--- src/rtl/axi4_master_port.sv ---
// ---------------------------------------------------------------------------
// axi4_master_port
//
// Purpose:
//   AXI4 initiator that turns a simple single-outstanding request/response
//   interface (from the core's fetch/load-store arbiter) into AXI4 master
//   channel traffic on the io_master_* bus. Handles single-beat writes and
//   single-beat or INCR-burst reads, one transaction in flight at a time.
//
// Configuration macro:
//   AXI_MST_BURST_EN  - when defined, arlen carries the clamped request length
//                       and multi-beat INCR reads are performed. When
//                       undefined, arlen is forced to 0, req_len is ignored
//                       and every read is exactly one beat.
//
// Parameters:
//   AXI_ID   - constant ID driven on awid/arid, compared against bid/rid
//   MAX_LEN  - largest arlen issued; larger req_len is clamped to this
//
// Ports:
//   clock, reset               - clock, asynchronous active-high reset
//   req_valid / req_ready      - request handshake
//   req_write                  - 1 = write, 0 = read
//   req_addr/wdata/wstrb/len   - request address, write data, strobes, beats-1
//   rsp_valid/last/err/rdata   - one-cycle response pulse per read beat or
//                                per write completion
//   io_master_aw*/w*/b*/ar*/r* - AXI4 master channels
// ---------------------------------------------------------------------------
module axi4_master_port #(
    parameter logic [3:0] AXI_ID  = 4'h0,
    parameter logic [7:0] MAX_LEN = 8'd7
) (
    input  logic        clock,
    input  logic        reset,

    input  logic        req_valid,
    output logic        req_ready,
    input  logic        req_write,
    input  logic [31:0] req_addr,
    input  logic [31:0] req_wdata,
    input  logic [3:0]  req_wstrb,
    input  logic [7:0]  req_len,

    output logic        rsp_valid,
    output logic        rsp_last,
    output logic        rsp_err,
    output logic [31:0] rsp_rdata,

    input  logic        io_master_awready,
    output logic        io_master_awvalid,
    output logic [31:0] io_master_awaddr,
    output logic [3:0]  io_master_awid,
    output logic [7:0]  io_master_awlen,
    output logic [2:0]  io_master_awsize,
    output logic [1:0]  io_master_awburst,

    input  logic        io_master_wready,
    output logic        io_master_wvalid,
    output logic [31:0] io_master_wdata,
    output logic [3:0]  io_master_wstrb,
    output logic        io_master_wlast,

    output logic        io_master_bready,
    input  logic        io_master_bvalid,
    input  logic [3:0]  io_master_bid,
    input  logic [1:0]  io_master_bresp,

    input  logic        io_master_arready,
    output logic        io_master_arvalid,
    output logic [31:0] io_master_araddr,
    output logic [3:0]  io_master_arid,
    output logic [7:0]  io_master_arlen,
    output logic [2:0]  io_master_arsize,
    output logic [1:0]  io_master_arburst,

    output logic        io_master_rready,
    input  logic        io_master_rvalid,
    input  logic [31:0] io_master_rdata,
    input  logic [1:0]  io_master_rresp,
    input  logic        io_master_rlast,
    input  logic [3:0]  io_master_rid
);

    typedef enum logic [2:0] {
        IDLE,
        RD_ADDR,
        RD_DATA,
        WR_REQ,
        WR_RESP
    } state_t;

    // Current (registered) state
    state_t      r_state;
    logic        r_req_ready;
    logic [31:0] r_addr;
    logic [31:0] r_wdata;
    logic [3:0]  r_wstrb;
    logic [7:0]  r_len;
    logic        r_awvalid;
    logic        r_wvalid;
    logic        r_aw_done;
    logic        r_w_done;
    logic        r_bready;
    logic        r_arvalid;
    logic        r_rready;
    logic [7:0]  r_beat_cnt;
    logic        r_rsp_valid;
    logic        r_rsp_last;
    logic        r_rsp_err;
    logic [31:0] r_rsp_rdata;

    // Next-state values from the combinational process
    state_t      w_state_n;
    logic        w_req_ready_n;
    logic [31:0] w_addr_n;
    logic [31:0] w_wdata_n;
    logic [3:0]  w_wstrb_n;
    logic [7:0]  w_len_n;
    logic        w_awvalid_n;
    logic        w_wvalid_n;
    logic        w_aw_done_n;
    logic        w_w_done_n;
    logic        w_bready_n;
    logic        w_arvalid_n;
    logic        w_rready_n;
    logic [7:0]  w_beat_cnt_n;
    logic        w_rsp_valid_n;
    logic        w_rsp_last_n;
    logic        w_rsp_err_n;
    logic [31:0] w_rsp_rdata_n;

    // Helper terms
    logic [7:0]  w_req_len_eff;
    logic        w_aw_hs;
    logic        w_w_hs;
    logic        w_ar_hs;
    logic        w_r_hs;
    logic        w_b_hs;
    logic        w_cnt_zero;
    logic        w_last_beat;
    logic        w_beat_err;
    logic        w_aw_done_now;
    logic        w_w_done_now;

`ifdef AXI_MST_BURST_EN
    assign w_req_len_eff = (req_len > MAX_LEN) ? MAX_LEN : req_len;
`else
    // Single-beat reads only: the requested length is deliberately discarded.
    logic w_unused_len;
    assign w_unused_len  = ^{req_len, MAX_LEN};
    assign w_req_len_eff = 8'd0;
`endif

    assign w_aw_hs    = r_awvalid & io_master_awready;
    assign w_w_hs     = r_wvalid & io_master_wready;
    assign w_ar_hs    = r_arvalid & io_master_arready;
    assign w_r_hs     = r_rready & io_master_rvalid;
    assign w_b_hs     = r_bready & io_master_bvalid;
    assign w_cnt_zero = (r_beat_cnt == 8'd0);

    // A burst ends either when our own count runs out or when the slave says
    // so; any disagreement between the two is flagged as an error on the beat.
    assign w_last_beat = w_cnt_zero | io_master_rlast;
    assign w_beat_err  = (io_master_rresp != 2'b00) |
                         (io_master_rid != AXI_ID) |
                         (io_master_rlast != w_cnt_zero);

    // Write channels complete independently; fold this cycle's handshake in.
    assign w_aw_done_now = r_aw_done | w_aw_hs;
    assign w_w_done_now  = r_w_done | w_w_hs;

    // Next-state / next-output logic. Every output is a register, so this
    // process only computes what each register should hold after the edge.
    always_comb begin
        w_state_n     = r_state;
        w_req_ready_n = r_req_ready;
        w_addr_n      = r_addr;
        w_wdata_n     = r_wdata;
        w_wstrb_n     = r_wstrb;
        w_len_n       = r_len;
        w_awvalid_n   = r_awvalid;
        w_wvalid_n    = r_wvalid;
        w_aw_done_n   = r_aw_done;
        w_w_done_n    = r_w_done;
        w_bready_n    = r_bready;
        w_arvalid_n   = r_arvalid;
        w_rready_n    = r_rready;
        w_beat_cnt_n  = r_beat_cnt;
        w_rsp_valid_n = 1'b0;
        w_rsp_last_n  = r_rsp_last;
        w_rsp_err_n   = r_rsp_err;
        w_rsp_rdata_n = r_rsp_rdata;

        case (r_state)
            IDLE: begin
                w_req_ready_n = 1'b1;
                if (req_valid && r_req_ready) begin
                    w_req_ready_n = 1'b0;
                    w_addr_n      = req_addr;
                    w_wdata_n     = req_wdata;
                    w_wstrb_n     = req_wstrb;
                    w_len_n       = w_req_len_eff;
                    if (req_write) begin
                        w_awvalid_n = 1'b1;
                        w_wvalid_n  = 1'b1;
                        w_aw_done_n = 1'b0;
                        w_w_done_n  = 1'b0;
                        w_state_n   = WR_REQ;
                    end else begin
                        w_arvalid_n = 1'b1;
                        w_state_n   = RD_ADDR;
                    end
                end
            end

            RD_ADDR: begin
                if (w_ar_hs) begin
                    w_arvalid_n  = 1'b0;
                    w_rready_n   = 1'b1;
                    w_beat_cnt_n = r_len;
                    w_state_n    = RD_DATA;
                end
            end

            RD_DATA: begin
                if (w_r_hs) begin
                    w_rsp_valid_n = 1'b1;
                    w_rsp_rdata_n = io_master_rdata;
                    w_rsp_last_n  = w_last_beat;
                    w_rsp_err_n   = w_beat_err;
                    if (!w_cnt_zero) begin
                        w_beat_cnt_n = r_beat_cnt - 8'd1;
                    end
                    if (w_last_beat) begin
                        w_rready_n    = 1'b0;
                        w_req_ready_n = 1'b1;
                        w_state_n     = IDLE;
                    end
                end
            end

            WR_REQ: begin
                if (w_aw_hs) begin
                    w_awvalid_n = 1'b0;
                end
                if (w_w_hs) begin
                    w_wvalid_n = 1'b0;
                end
                w_aw_done_n = w_aw_done_now;
                w_w_done_n  = w_w_done_now;
                if (w_aw_done_now && w_w_done_now) begin
                    w_bready_n = 1'b1;
                    w_state_n  = WR_RESP;
                end
            end

            WR_RESP: begin
                if (w_b_hs) begin
                    w_rsp_valid_n = 1'b1;
                    w_rsp_last_n  = 1'b1;
                    w_rsp_rdata_n = 32'd0;
                    w_rsp_err_n   = (io_master_bresp != 2'b00) |
                                    (io_master_bid != AXI_ID);
                    w_bready_n    = 1'b0;
                    w_req_ready_n = 1'b1;
                    w_state_n     = IDLE;
                end
            end

            default: begin
                w_state_n     = IDLE;
                w_req_ready_n = 1'b1;
                w_awvalid_n   = 1'b0;
                w_wvalid_n    = 1'b0;
                w_bready_n    = 1'b0;
                w_arvalid_n   = 1'b0;
                w_rready_n    = 1'b0;
            end
        endcase
    end

    // State register. Reset is asynchronous so that every valid/ready drops
    // immediately, abandoning whatever transaction was in flight.
    always_ff @(posedge clock or posedge reset) begin
        if (reset) begin
            r_state     <= IDLE;
            r_req_ready <= 1'b1;
            r_addr      <= 32'd0;
            r_wdata     <= 32'd0;
            r_wstrb     <= 4'd0;
            r_len       <= 8'd0;
            r_awvalid   <= 1'b0;
            r_wvalid    <= 1'b0;
            r_aw_done   <= 1'b0;
            r_w_done    <= 1'b0;
            r_bready    <= 1'b0;
            r_arvalid   <= 1'b0;
            r_rready    <= 1'b0;
            r_beat_cnt  <= 8'd0;
            r_rsp_valid <= 1'b0;
            r_rsp_last  <= 1'b0;
            r_rsp_err   <= 1'b0;
            r_rsp_rdata <= 32'd0;
        end else begin
            r_state     <= w_state_n;
            r_req_ready <= w_req_ready_n;
            r_addr      <= w_addr_n;
            r_wdata     <= w_wdata_n;
            r_wstrb     <= w_wstrb_n;
            r_len       <= w_len_n;
            r_awvalid   <= w_awvalid_n;
            r_wvalid    <= w_wvalid_n;
            r_aw_done   <= w_aw_done_n;
            r_w_done    <= w_w_done_n;
            r_bready    <= w_bready_n;
            r_arvalid   <= w_arvalid_n;
            r_rready    <= w_rready_n;
            r_beat_cnt  <= w_beat_cnt_n;
            r_rsp_valid <= w_rsp_valid_n;
            r_rsp_last  <= w_rsp_last_n;
            r_rsp_err   <= w_rsp_err_n;
            r_rsp_rdata <= w_rsp_rdata_n;
        end
    end

    assign req_ready         = r_req_ready;
    assign rsp_valid         = r_rsp_valid;
    assign rsp_last          = r_rsp_last;
    assign rsp_err           = r_rsp_err;
    assign rsp_rdata         = r_rsp_rdata;

    assign io_master_awvalid = r_awvalid;
    assign io_master_awaddr  = r_addr;
    assign io_master_awid    = AXI_ID;
    assign io_master_awlen   = 8'd0;
    assign io_master_awsize  = 3'b010;
    assign io_master_awburst = 2'b01;

    assign io_master_wvalid  = r_wvalid;
    assign io_master_wdata   = r_wdata;
    assign io_master_wstrb   = r_wstrb;
    assign io_master_wlast   = 1'b1;

    assign io_master_bready  = r_bready;

    assign io_master_arvalid = r_arvalid;
    assign io_master_araddr  = r_addr;
    assign io_master_arid    = AXI_ID;
    assign io_master_arlen   = r_len;
    assign io_master_arsize  = 3'b010;
    assign io_master_arburst = 2'b01;

    assign io_master_rready  = r_rready;

endmodule

--- config.mk ---
export PLATFORM = sky130hd
export DESIGN_NAME = axi4_master_port
export DESIGN_NICKNAME = d
export VERILOG_FILES = /design/src/rtl/axi4_master_port.sv
export SDC_FILE = /design/constraint.sdc
export NUM_CORES = 1
export LEC_CHECK = 0
export ABC_CLOCK_PERIOD_IN_PS = 3700
export CAP_MARGIN = 20
export CORE_MARGIN = 5
export CORE_UTILIZATION = 25
export DETAILED_ROUTE_END_ITERATION = 6
export PLACE_DENSITY_LB_ADDON = 0.2
export SLEW_MARGIN = 15
export SYNTH_ARGS = -nofsm -noshare
export SYNTH_HDL_FRONTEND = slang
export SYNTH_SLANG_ARGS = --single-unit
--- constraint.sdc ---
create_clock -name clock -period 3.7 [get_ports clock]
set_input_delay 0.74 -clock clock [delete_from_list [all_inputs] [get_ports clock]]
set_output_delay 0.74 -clock clock [all_outputs]
set_load 0.1 [all_outputs]
# Word level (Yosys, flattened, before mapping)
# Index checks and enable logic that the tools add are counted.
# classes
bitwise	16
n_reduce_logical	27
addsub	1
n_eq_ne	16
muxes	49
# op_table
cell	count
32-bit two-way mux	2
32-bit case mux with 2 select lines	1
8-bit two-way mux	3
4-bit AND reduction	6
1-bit two-way mux	23
2-bit inequality test (second input constant)	11
3-bit two-way mux	6
8-bit case mux with 2 select lines	1
1-bit case mux with 3 select lines	5
3-bit case mux with 5 select lines	1
3-bit OR reduction	4
1-bit case mux with 2 select lines	5
2-bit nonzero test	5
3-bit AND reduction	3
8-bit logical NOT	1
4-bit nonzero test	2
8-bit by 1-bit subtractor with 8-bit output (second input constant)	1
3-bit by 2-bit == test with 1-bit output (second input constant)	2
1-bit OR	6
6-bit AND reduction	1
1-bit AND	5
1-bit inverter	5
1-bit case mux with 4 select lines	1
3-bit by 1-bit == test with 1-bit output (second input constant)	1
other kinds (7)	8
# totals
out_inout_bits	176
regBits	122
in_bits	130
word_cells	126

# Logic depth before layout (Yosys ltp)
# Gate-level depths: netlist of the first run.
# depth
word_depth	5
ltp_mapped	8
mapped_depth_nobuf	8

# Worst setup path before layout of the first run
# OpenSTA, ideal clock, no wires.
# synth_path
path_type	register to register
from	register r_beat_cnt[0]
to	register r_rsp_err, in the netlist rsp_err
path_buffers	0
t_required_ns	3.575
setup_time_ns	0.125
stages_incl_launch_ff	9
slack_ns	1.521
arrival_ns	2.053
period_less_slack_ns	2.179
cell_sequence	dfrtp_1 inv_1 ha_1 or3b_2 or2_1 ha_1 nor4_1 a31oi_1 mux2_2
# synth_between
elab_chain_len	5
# synth_lines
element	line_no	rtl
start: declaration	106	logic [7:0] r_beat_cnt;
start signal: assignment	318	r_beat_cnt <= w_beat_cnt_n;
8-bit logical NOT	159	assign w_cnt_zero = (r_beat_cnt == 8'd0);
1-bit inequality test	166	(io_master_rlast != w_cnt_zero);
1-bit OR	165	(io_master_rid != AXI_ID) |
1-bit two-way mux	226	if (w_r_hs) begin
1-bit case mux with 2 select lines	194	case (r_state)
end signal: assignment	321	r_rsp_err <= w_rsp_err_n;
end: declaration	109	logic r_rsp_err;
# No other way between the ends. The select of a mux whose other input is x is not followed.
# A chain may end at the register's enable or synchronous reset.

# Final worst setup path of the first run
# layout_path
from	register r_awvalid, in the netlist io_master_awvalid
to	output io_master_awvalid
# layout_lines
element	line_no	rtl
start: declaration	99	logic r_awvalid;
start signal: assignment	311	r_awvalid <= w_awvalid_n;
end: declaration	50	output logic io_master_awvalid,
# No word-level cell between the ends.

==> qor.csv, run 1 <==
stage,metric,value,unit
job,drv_cap,0,
cts,path_clk_slew,0.06,ns
cts,cts_made_buffers,17,
floorplan,io_pins,306,
drt,routed_wl,16.5,mm
critical_path,critPathKind,flip-flop to primary output,
timing,worst_pin_slew,1.04,ns
critical_path,critical_path_required,2.96,ns
global_routing,grt_pass1_wl,26.2,mm
cells_and_area,area_growth,57.0,%
cts,ctsHoldBuffers,0,
cts,cts.repair.resized,0,
cells_and_area,fin_nets,847,
global_routing,grt_use_total,12.9,%
synth,synth_top_area_cell,dfrtp_1,
synth,ys_seq_area_share,54.5,%
synth,synth_cells,486,
timing,setup_tns,0,ns
critical_path,cp.arrival,2.01,ns
cts,worst_skew_pair.late_latency,0.41,ns
synth,synth-edff-count,0,
critical_path,r2r_cells,8,
floorplan,die_h,160,microns
floorplan,rows,54,
critical_path,cp-endpoint,io_master_awvalid,
synth,synth_cell_types,50,
critical_path,crit_path_top_delay_cell,clkdlybuf4s50_1,
timing,clock.fmax,0.364,GHz
placed_design,dp_hpwl,12.3,mm
global_routing,grt-ovfl-total,0,
global_routing,grt_max_degree,123,
drt,first_pass_iters,4,
critical_path,cp_max_fo,4,
synth,synthTopCellsByCount,"dfrtp_1 (121), buf_4 (69), mux2_1 (48)",
timing,drv_slew,0,
critical_path,slowest_delay,1.19,ns
floorplan,start_util,25.5,%
cells_and_area,antenna_cells,0,
drt,via_per_inst,4.24,
synth,synth_top_area_share,54.1,%
cts,root_buffer,clkbuf_16,
cts,cts_buffer_depth,2,
critical_path,startpoint,io_master_awvalid$_DFFE_PP0P_,
timing,rsz0062_at_grt,no,
drt,initialDrtViolationCount,217,
cts,cts_htree_levels,4,
critical_path,cp.depth,1,
global_routing,grt_antenna_before_repair,0,
placed_design,place_congestion,0.735,
cts,cts.sinks,122,
synth,synthMostInstantiatedCell,dfrtp_1,
floorplan,core_area,22000,sq um
critical_path,path_cells,clkdlybuf4s50_1,
min_path,min_path_type,flip-flop to flip-flop,
status,outcome,"complete, no violations",
drt,wl_per_cell,16.4,microns
timing,relSlewSlack,30.7,%
synth,syn-cell-area,5600,sq um
timing,finClkSkew,0.00996,ns
critical_path,crit_buf_inv,1,
synth,syn_avg_cell_area,11.5,sq um
critical_path,r2r-start,r_beat_cnt[0]$_DFFE_PP0P_,
critical_path,rrSetupSlack,1.09,ns
critical_path,cp-end-kind,primary output,
cts,cts_setup_buffers,0,
critical_path,crit_family,buffers and inverters,
cts,cts_tree,yes,
synth,synthArstFlopShare,100,%
drt,ant_nets,0,
timing,setup_viol,0,
timing,fin_crit,2.75,ns
synth,synth-seq-cells,122,
drt,post-route-drc-count,0,
synth,ys_warn_count,0,
critical_path,r2r-end,rsp_err$_DFFE_PP0P_,
synth,synth.area.top_cells,"dfrtp_1 (54%), mux2_1 (9.6%), buf_4 (9.2%)",
global_routing,grt_pass1_vias,4590,
critical_path,startpoint_type,flip-flop,
drt,vias,4267,
floorplan,dieArea,25500,sq um
floorplan,die_x,160,microns
cells_and_area,drive_above_1_share,9.90,%
synth,synth_top_flop_cell,dfrtp_1,
placed_design,portBuffers,262,
timing,hold_violations,0,
timing,fin_crit_sh,74.3,%
## layer usage
metal,global-route usage [%],part of all wire [%],up-vias
met5,0,0,-
met4,4.50,1.4,0
met3,3.56,5.9,11
met2,23.8,54,155
met1,14.3,38,2080
li1,-,-,2021
## sequential cells by signal, indices dropped and copies added (netlist names), 3 cells and up
| name | cells |
|---|---|
| io_master_wdata | 32 |
| io_master_wstrb | 4 |
| r_state | 3 |
| io_master_araddr | 32 |
| rsp_rdata | 32 |
| r_beat_cnt | 8 |
## through the flow
step / worst slack, ns / hold slack [ns] / area [sq um] / instances / util [%]
global placement: 1.11 / 0.469 / 8140 / 975 / 37.1
floorplan: 1.46 / 0.473 / 5730 / 519 / -
global route: 0.889 / 0.501 / 8800 / 1007 / 40.1
finish: 0.950 / 0.481 / 8800 / 1007 / 40.1
CTS: 0.912 / 0.486 / 8800 / 1007 / 40.1
detailed placement: 1.08 / 0.474 / 8140 / 975 / 37.1
## placed cells by master (no fill, tap or decap), types with 5 or more instances in the layout
master | Yosys | final
buf_4 | 69 | 5
conb_1 | 2 | 35
nand2_1 | 9 | 9
mux2_1 | 48 | 48
clkdlybuf4s50_1 | 0 | 260
a21oi_1 | 15 | 15
inv_1 | 39 | 38
o21ai_0 | 8 | 8
or4_1 | 5 | 5
clkbuf_16 | 0 | 17
clkinvlp_4 | 0 | 5
nand3_1 | 35 | 35
o21ai_1 | 33 | 33
mux2_2 | 21 | 21
dfrtp_1 | 121 | 121
## worst min-delay path by stage
| stage | from | end | slack, ns | cells after the start |
|---|---|---|---|---|
| global route | io_master_wdata[5]$_DFFE_PP0P_ | io_master_wdata[5]$_DFFE_PP0P_ | 0.50 | 1 |
| global placement | io_master_wdata[20]$_DFFE_PP0P_ | io_master_wdata[20]$_DFFE_PP0P_ | 0.47 | 1 |
| floorplan | r_beat_cnt[0]$_DFFE_PP0P_ | r_beat_cnt[0]$_DFFE_PP0P_ | 0.47 | 1 |
| finish | io_master_wdata[10]$_DFFE_PP0P_ | io_master_wdata[10]$_DFFE_PP0P_ | 0.48 | 1 |
| CTS | io_master_wdata[5]$_DFFE_PP0P_ | io_master_wdata[5]$_DFFE_PP0P_ | 0.49 | 1 |
| detailed placement | io_master_wdata[5]$_DFFE_PP0P_ | io_master_wdata[5]$_DFFE_PP0P_ | 0.47 | 1 |
## cell type report
cell class | instances | area [sq um]
Timing Repair Buffer | 267 | 2680
Fill cell | 2112 | 13200
Clock buffer | 20 | 467
Multi-Input combinational cell | 267 | 1910
Inverter | 39 | 150
Clock inverter | 12 | 185
Tap cell | 280 | 350
Sequential cell | 122 | 3050
## cells by family after synthesis
| logic type | synth area share [%] |
|---|---|
| muxes | 14.0 |
| other | 0.134 |
| DFF | 54.5 |
| xor gates and xnor gates | 0.156 |
| AOI/OAI and AO/OA | 8.69 |
| adders and majority gates | 0.670 |
| and+or+nand+nor | 8.09 |
| buffers and inverters | 13.7 |
Power of run 1 is not shown: default switching activity piles up to over one toggle a cycle in this logic, so the estimate is an artifact.
==> run 2, diff against run 1 <==
- ABC_CLOCK_PERIOD_IN_PS: 3700 -> 2700
- clock period: 3.7 -> 2.7 ns (I/O delays scaled with it)
==> qor.csv, run 2 (synthesis gave the netlist of run 1 again) <==
stage,metric,value,unit,change
status,outcome,"complete, no violations",,
placed_design,portBuffers,262,,unchanged
critical_path,cp.arrival,2.66,ns,+0.65 ns
cts,ctsHoldBuffers,0,,unchanged
placed_design,dp_hpwl,12.8,mm,+3.8%
floorplan,die_x,160,microns,unchanged
critical_path,startpoint_type,flip-flop,,
global_routing,grt-ovfl-total,0,,unchanged
global_routing,grt_max_degree,51,,-59%
critical_path,cp_max_fo,4,,unchanged
critical_path,crit_path_top_delay_cell,or3b_2,,
timing,setup_tns,0,ns,unchanged
cts,path_clk_slew,0.06,ns,about the same
cts,cts_htree_levels,4,,unchanged
drt,wl_per_cell,16.5,microns,+0.67%
cells_and_area,area_growth,51.8,%,
timing,drv_slew,0,,unchanged
cells_and_area,drive_above_1_share,29.5,%,+20 points
timing,hold_violations,0,,unchanged
min_path,min_path_type,flip-flop to flip-flop,,
cts,cts.repair.resized,0,,unchanged
critical_path,critical_path_required,2.98,ns,+0.02 ns
drt,initialDrtViolationCount,129,,-41%
critical_path,path_cells,"inv_1, ha_1, or3b_2, or2_1, ha_1, nor4_2, a31oi_1, mux2_2",,
timing,worst_pin_slew,0.698,ns,-0.338 ns
cells_and_area,fin_nets,851,,+0.47%
drt,ant_nets,0,,unchanged
critical_path,cp-end-kind,flip-flop,,
drt,vias,4309,,+0.98%
cts,worst_skew_pair.late_latency,0.40,ns,about the same
placed_design,place_congestion,0.747,,+1.6%
drt,via_per_inst,4.27,,+0.68%
critical_path,slowest_delay,0.50,ns,-0.69 ns
floorplan,core_area,22000,sq um,unchanged
timing,finClkSkew,0.00755,ns,-0.00241 ns
cts,cts_made_buffers,17,,unchanged
cts,cts_setup_buffers,0,,unchanged
placed_design,place_area,7840,sq um,-3.7%
global_routing,grt_antenna_before_repair,1,,+1
floorplan,dieArea,25500,sq um,unchanged
floorplan,rows,54,,unchanged
floorplan,die_h,160,microns,unchanged
timing,relSlewSlack,53.1,%,+22 points
cts,root_buffer,clkbuf_16,,
critical_path,crit_family,simple AND/OR/NAND/NOR gates,,
cells_and_area,layout_commonest_cell,buf_4,,
cts,cts_tree,yes,,
critical_path,crit_buf_inv,1,,unchanged
timing,clock.fmax,0.421,GHz,
job,drv_cap,0,,unchanged
timing,fin_crit_sh,87.9,%,
critical_path,crit_top_cell,ha_1,,
drt,routed_wl,16.7,mm,+0.97%
critical_path,critPathKind,flip-flop to flip-flop,,
global_routing,grt_use_total,12.9,%,-0.046 points
timing,rsz0062_at_grt,no,,
timing,setup_viol,0,,unchanged
cells_and_area,final_cell_mix,"buf_4 (147), clkdlybuf4s50_1 (121), dfrtp_1 (121), mux2_1 (48), inv_1 (38)",,
global_routing,grt_pass1_vias,4570,,-0.44%
floorplan,start_util,25.5,%,unchanged
floorplan,io_pins,306,,unchanged
timing,fin_crit,2.37,ns,
drt,post-route-drc-count,0,,unchanged
drt,first_pass_iters,4,,unchanged
cts,cts.sinks,122,,unchanged
global_routing,grt_pass1_wl,26.1,mm,-0.39%
cts,cts_buffer_depth,2,,unchanged
cells_and_area,design_area,8500,sq um,-3.4%
cells_and_area,antenna_cells,0,,unchanged
run 2: changes by cell type in the layout (fill, tap and decap cells not counted), sizes merged:
cell | previous run | this run
bufinv | 4 | 5
buf | 7 | 150
clkbuf | 20 | 18
clkdlybuf4s50 | 260 | 121
inv | 42 | 40
clkinv | 0 | 3
clkinvlp | 5 | 4
run 2: metrics by stage:
stage	instances	setup slack [ns]	util [%]	hold slack, ns
floorplan	519	0.521	-	0.473
global placement	979	0.234	35.7	0.474
detailed placement	979	0.197	35.7	0.476
CTS	1010	0.170	38.7	0.488
global route	1010	0.177	38.7	0.507
finish	1010	0.326	38.7	0.484
run 2: layout make-up:
class                   count  area [sq um]
clock buffers              18           439
clock inverters            13           216
fillers                  2131         13500
inverters                  39           150
multi-input cells         267          1920
flip-flops and latches    122          3050
well taps                 280           350
repair buffers            271          2370
run 2: layer usage:
| metal | part of all wire [%] | routed length [microns] | vias up | global-route usage [%] |
|---|---|---|---|---|
| li1 | - | - | 2035 | - |
| met1 | 36 | 6040 | 2095 | 13.3 |
| met2 | 55 | 9180 | 159 | 24.3 |
| met3 | 6.8 | 1130 | 18 | 4.23 |
| met4 | 1.9 | 325 | 2 | 4.73 |
| met5 | 0.078 | 13 | - | 0 |
run 2: final timing paths:
| kind | slack, ns | cells past startpoint | startpoint | endpoint |
|---|---|---|---|---|
| min in group asynchronous | 0.52 | 2 | reset | rsp_rdata[22]$_DFFE_PP0P_ |
| max in group asynchronous | 1.52 | 3 | reset | req_ready$_DFFE_PP1P_ |
| max | 0.33 | 8 | r_beat_cnt[0]$_DFFE_PP0P_ | rsp_err$_DFFE_PP0P_ |
| min reg2reg | 0.48 | 2 | req_ready$_DFFE_PP1P_ | req_ready$_DFFE_PP1P_ |
| max reg2reg | 0.33 | 8 | r_beat_cnt[0]$_DFFE_PP0P_ | rsp_err$_DFFE_PP0P_ |
| min | 0.48 | 2 | req_ready$_DFFE_PP1P_ | req_ready$_DFFE_PP1P_ |
run 2: tightest hold or removal path, stage by stage (launching register included):
cell and delay (ns):
dfstp_2 0.38, inv_1 0.05, a21oi_1 0.05
Power of run 2 is left out for the same reason.
==> run 3, diff against run 2 <==
- REMOVE_ABC_BUFFERS: default -> 1
==> qor.csv, run 3 (synthesis gave the netlist of run 1 again) <==
stage,metric,value,unit,change
status,outcome,"complete, no violations",,
critical_path,cp.arrival,2.66,ns,about the same
floorplan,io_pins,306,,unchanged
timing,clock.fmax,0.423,GHz,+0.35%
global_routing,grt-ovfl-total,0,,unchanged
timing,fin_ws,0.334,ns,+0.00822 ns
cells_and_area,ff_latch_area,3050,sq um,unchanged
cells_and_area,multi_input_area,1910,sq um,-0.52%
cells_and_area,final_cell_mix,"buf_4 (144), clkdlybuf4s50_1 (121), dfrtp_1 (121), mux2_1 (48), inv_1 (38)",,
cells_and_area,drive_above_1_share,29.2,%,-0.23 points
cells_and_area,fill_cells,2157,,+1.2%
timing,worst_pin_slew,0.781,ns,+0.0835 ns
placed_design,dp_cells,977,,-0.20%
placed_design,dp_hpwl,13.0,mm,+1.8%
cts,cts.sinks,122,,unchanged
placed_design,portBuffers,262,,unchanged
placed_design,post-place-ws,0.343,ns,+0.146 ns
global_routing,grt_max_degree,46,,-9.8%
cts,cts_made_buffers,17,,unchanged
timing,rsz0062_at_grt,no,,
global_routing,grt_pass1_wl,26.7,mm,+2.6%
drt,initialDrtViolationCount,159,,+23%
timing,fin_crit_sh,87.6,%,-0.30 points
timing,setup_viol,0,,unchanged
drt,wl_per_cell,16.8,microns,+1.6%
cells_and_area,finalNonFillerCells,1009,,-0.099%
global_routing,grt_antenna_before_repair,0,,-1
placed_design,place_congestion,0.816,,+9.3%
cells_and_area,antenna_cells,0,,unchanged
floorplan,die_x,160,microns,unchanged
cts,ctsHoldBuffers,0,,unchanged
cts,cts_buffer_depth,2,,unchanged
floorplan,die_h,160,microns,unchanged
cells_and_area,fin_nets,849,,-0.24%
drt,ant_nets,0,,unchanged
drt,post-route-drc-count,0,,unchanged
cts,worst_skew_pair.late_latency,0.41,ns,about the same
drt,first_pass_iters,4,,unchanged
critical_path,startpoint_type,flip-flop,,
floorplan,core_area,22000,sq um,unchanged
floorplan,dieArea,25500,sq um,unchanged
critical_path,critPathKind,flip-flop to flip-flop,,
drt,via_per_inst,4.30,,+0.87%
floorplan,start_util,25.5,%,unchanged
global_routing,grt_use_total,13.3,%,+0.42 points
cts,cts_htree_levels,4,,unchanged
min_path,min_path_type,flip-flop to flip-flop,,
drt,vias,4342,,+0.77%
cts,root_buffer,clkbuf_16,,
cells_and_area,layout_commonest_cell,buf_4,,
critical_path,critical_path_required,3.00,ns,+0.02 ns
cts,cts.repair.resized,0,,unchanged
floorplan,rows,54,,unchanged
timing,relSlewSlack,47.5,%,-5.6 points
critical_path,cp_max_fo,4,,unchanged
timing,drv_slew,0,,unchanged
critical_path,cp-end-kind,flip-flop,,
global_routing,grt_pass1_vias,4619,,+1.1%
drt,routed_wl,16.9,mm,+1.5%
cts,cts_setup_buffers,0,,unchanged
cts,cts_tree,yes,,
timing,fin_crit,2.37,ns,-0.00822 ns
cts,path_clk_slew,0.06,ns,about the same
timing,hold_violations,0,,unchanged
job,drv_cap,0,,unchanged
cells_and_area,area_growth,49.9,%,
timing,finClkSkew,0.00981,ns,+0.00226 ns
timing,setup_tns,0,ns,unchanged
run 3: cell types whose count changed in the layout (fill, tap and decap cells not counted), sizes merged:
| cell | delta |
|---|---|
| bufinv | -5 |
| buf | -2 |
| inv | +8 |
| clkinv | -1 |
| clkinvlp | -1 |
run 3: area by class of cell:
| class | count | share of cell area [%] |
|---|---|---|
| multi-input combinational | 267 | 22.7 |
| timing repair buffer | 269 | 28.3 |
| inverter | 39 | 1.77 |
| tap | 280 | 4.17 |
| clock buffer | 18 | 5.23 |
| clock inverter | 14 | 1.50 |
| sequential | 122 | 36.4 |
run 3: critical path, cell delays in order (launching register included):
cell and delay (ns):
dfrtp_1 0.40, inv_1 0.09, ha_1 0.14, or3b_2 0.50, or2_1 0.23, ha_1 0.32
nor4_1 0.18, a31oi_1 0.11, mux2_2 0.28
run 3: path summary, 6_finish.rpt:
kind | from | to | slack [ns] | cells after the start
min | req_ready$_DFFE_PP1P_ | req_ready$_DFFE_PP1P_ | 0.48 | 2
max reg2reg | r_beat_cnt[0]$_DFFE_PP0P_ | rsp_err$_DFFE_PP0P_ | 0.33 | 8
max in group asynchronous | reset | req_ready$_DFFE_PP1P_ | 1.56 | 3
min in group asynchronous | reset | io_master_wdata[23]$_DFFE_PP0P_ | 0.50 | 2
max | r_beat_cnt[0]$_DFFE_PP0P_ | rsp_err$_DFFE_PP0P_ | 0.33 | 8
min reg2reg | req_ready$_DFFE_PP1P_ | req_ready$_DFFE_PP1P_ | 0.48 | 2
run 3: stage by stage:
stage | area [sq um] | hold slack [ns] | util, %
2_1_floorplan | 5100 | 0.473 | -
3_3_place_gp | 7830 | 0.468 | 35.7
3_5_place_dp | 7830 | 0.475 | 35.7
4_1_cts | 8400 | 0.485 | 38.2
5_1_grt | 8400 | 0.496 | 38.2
6_report | 8400 | 0.483 | 38.2
run 3: metal layers:
metal	vias to the layer above	routed length (microns)	track usage [%]
met5	-	0	0
met4	0	320	4.58
met3	18	904	4.07
met2	131	9470	24.2
met1	2154	6250	14.7
li1	2039	-	-
Power of run 3 is left out for the same reason.
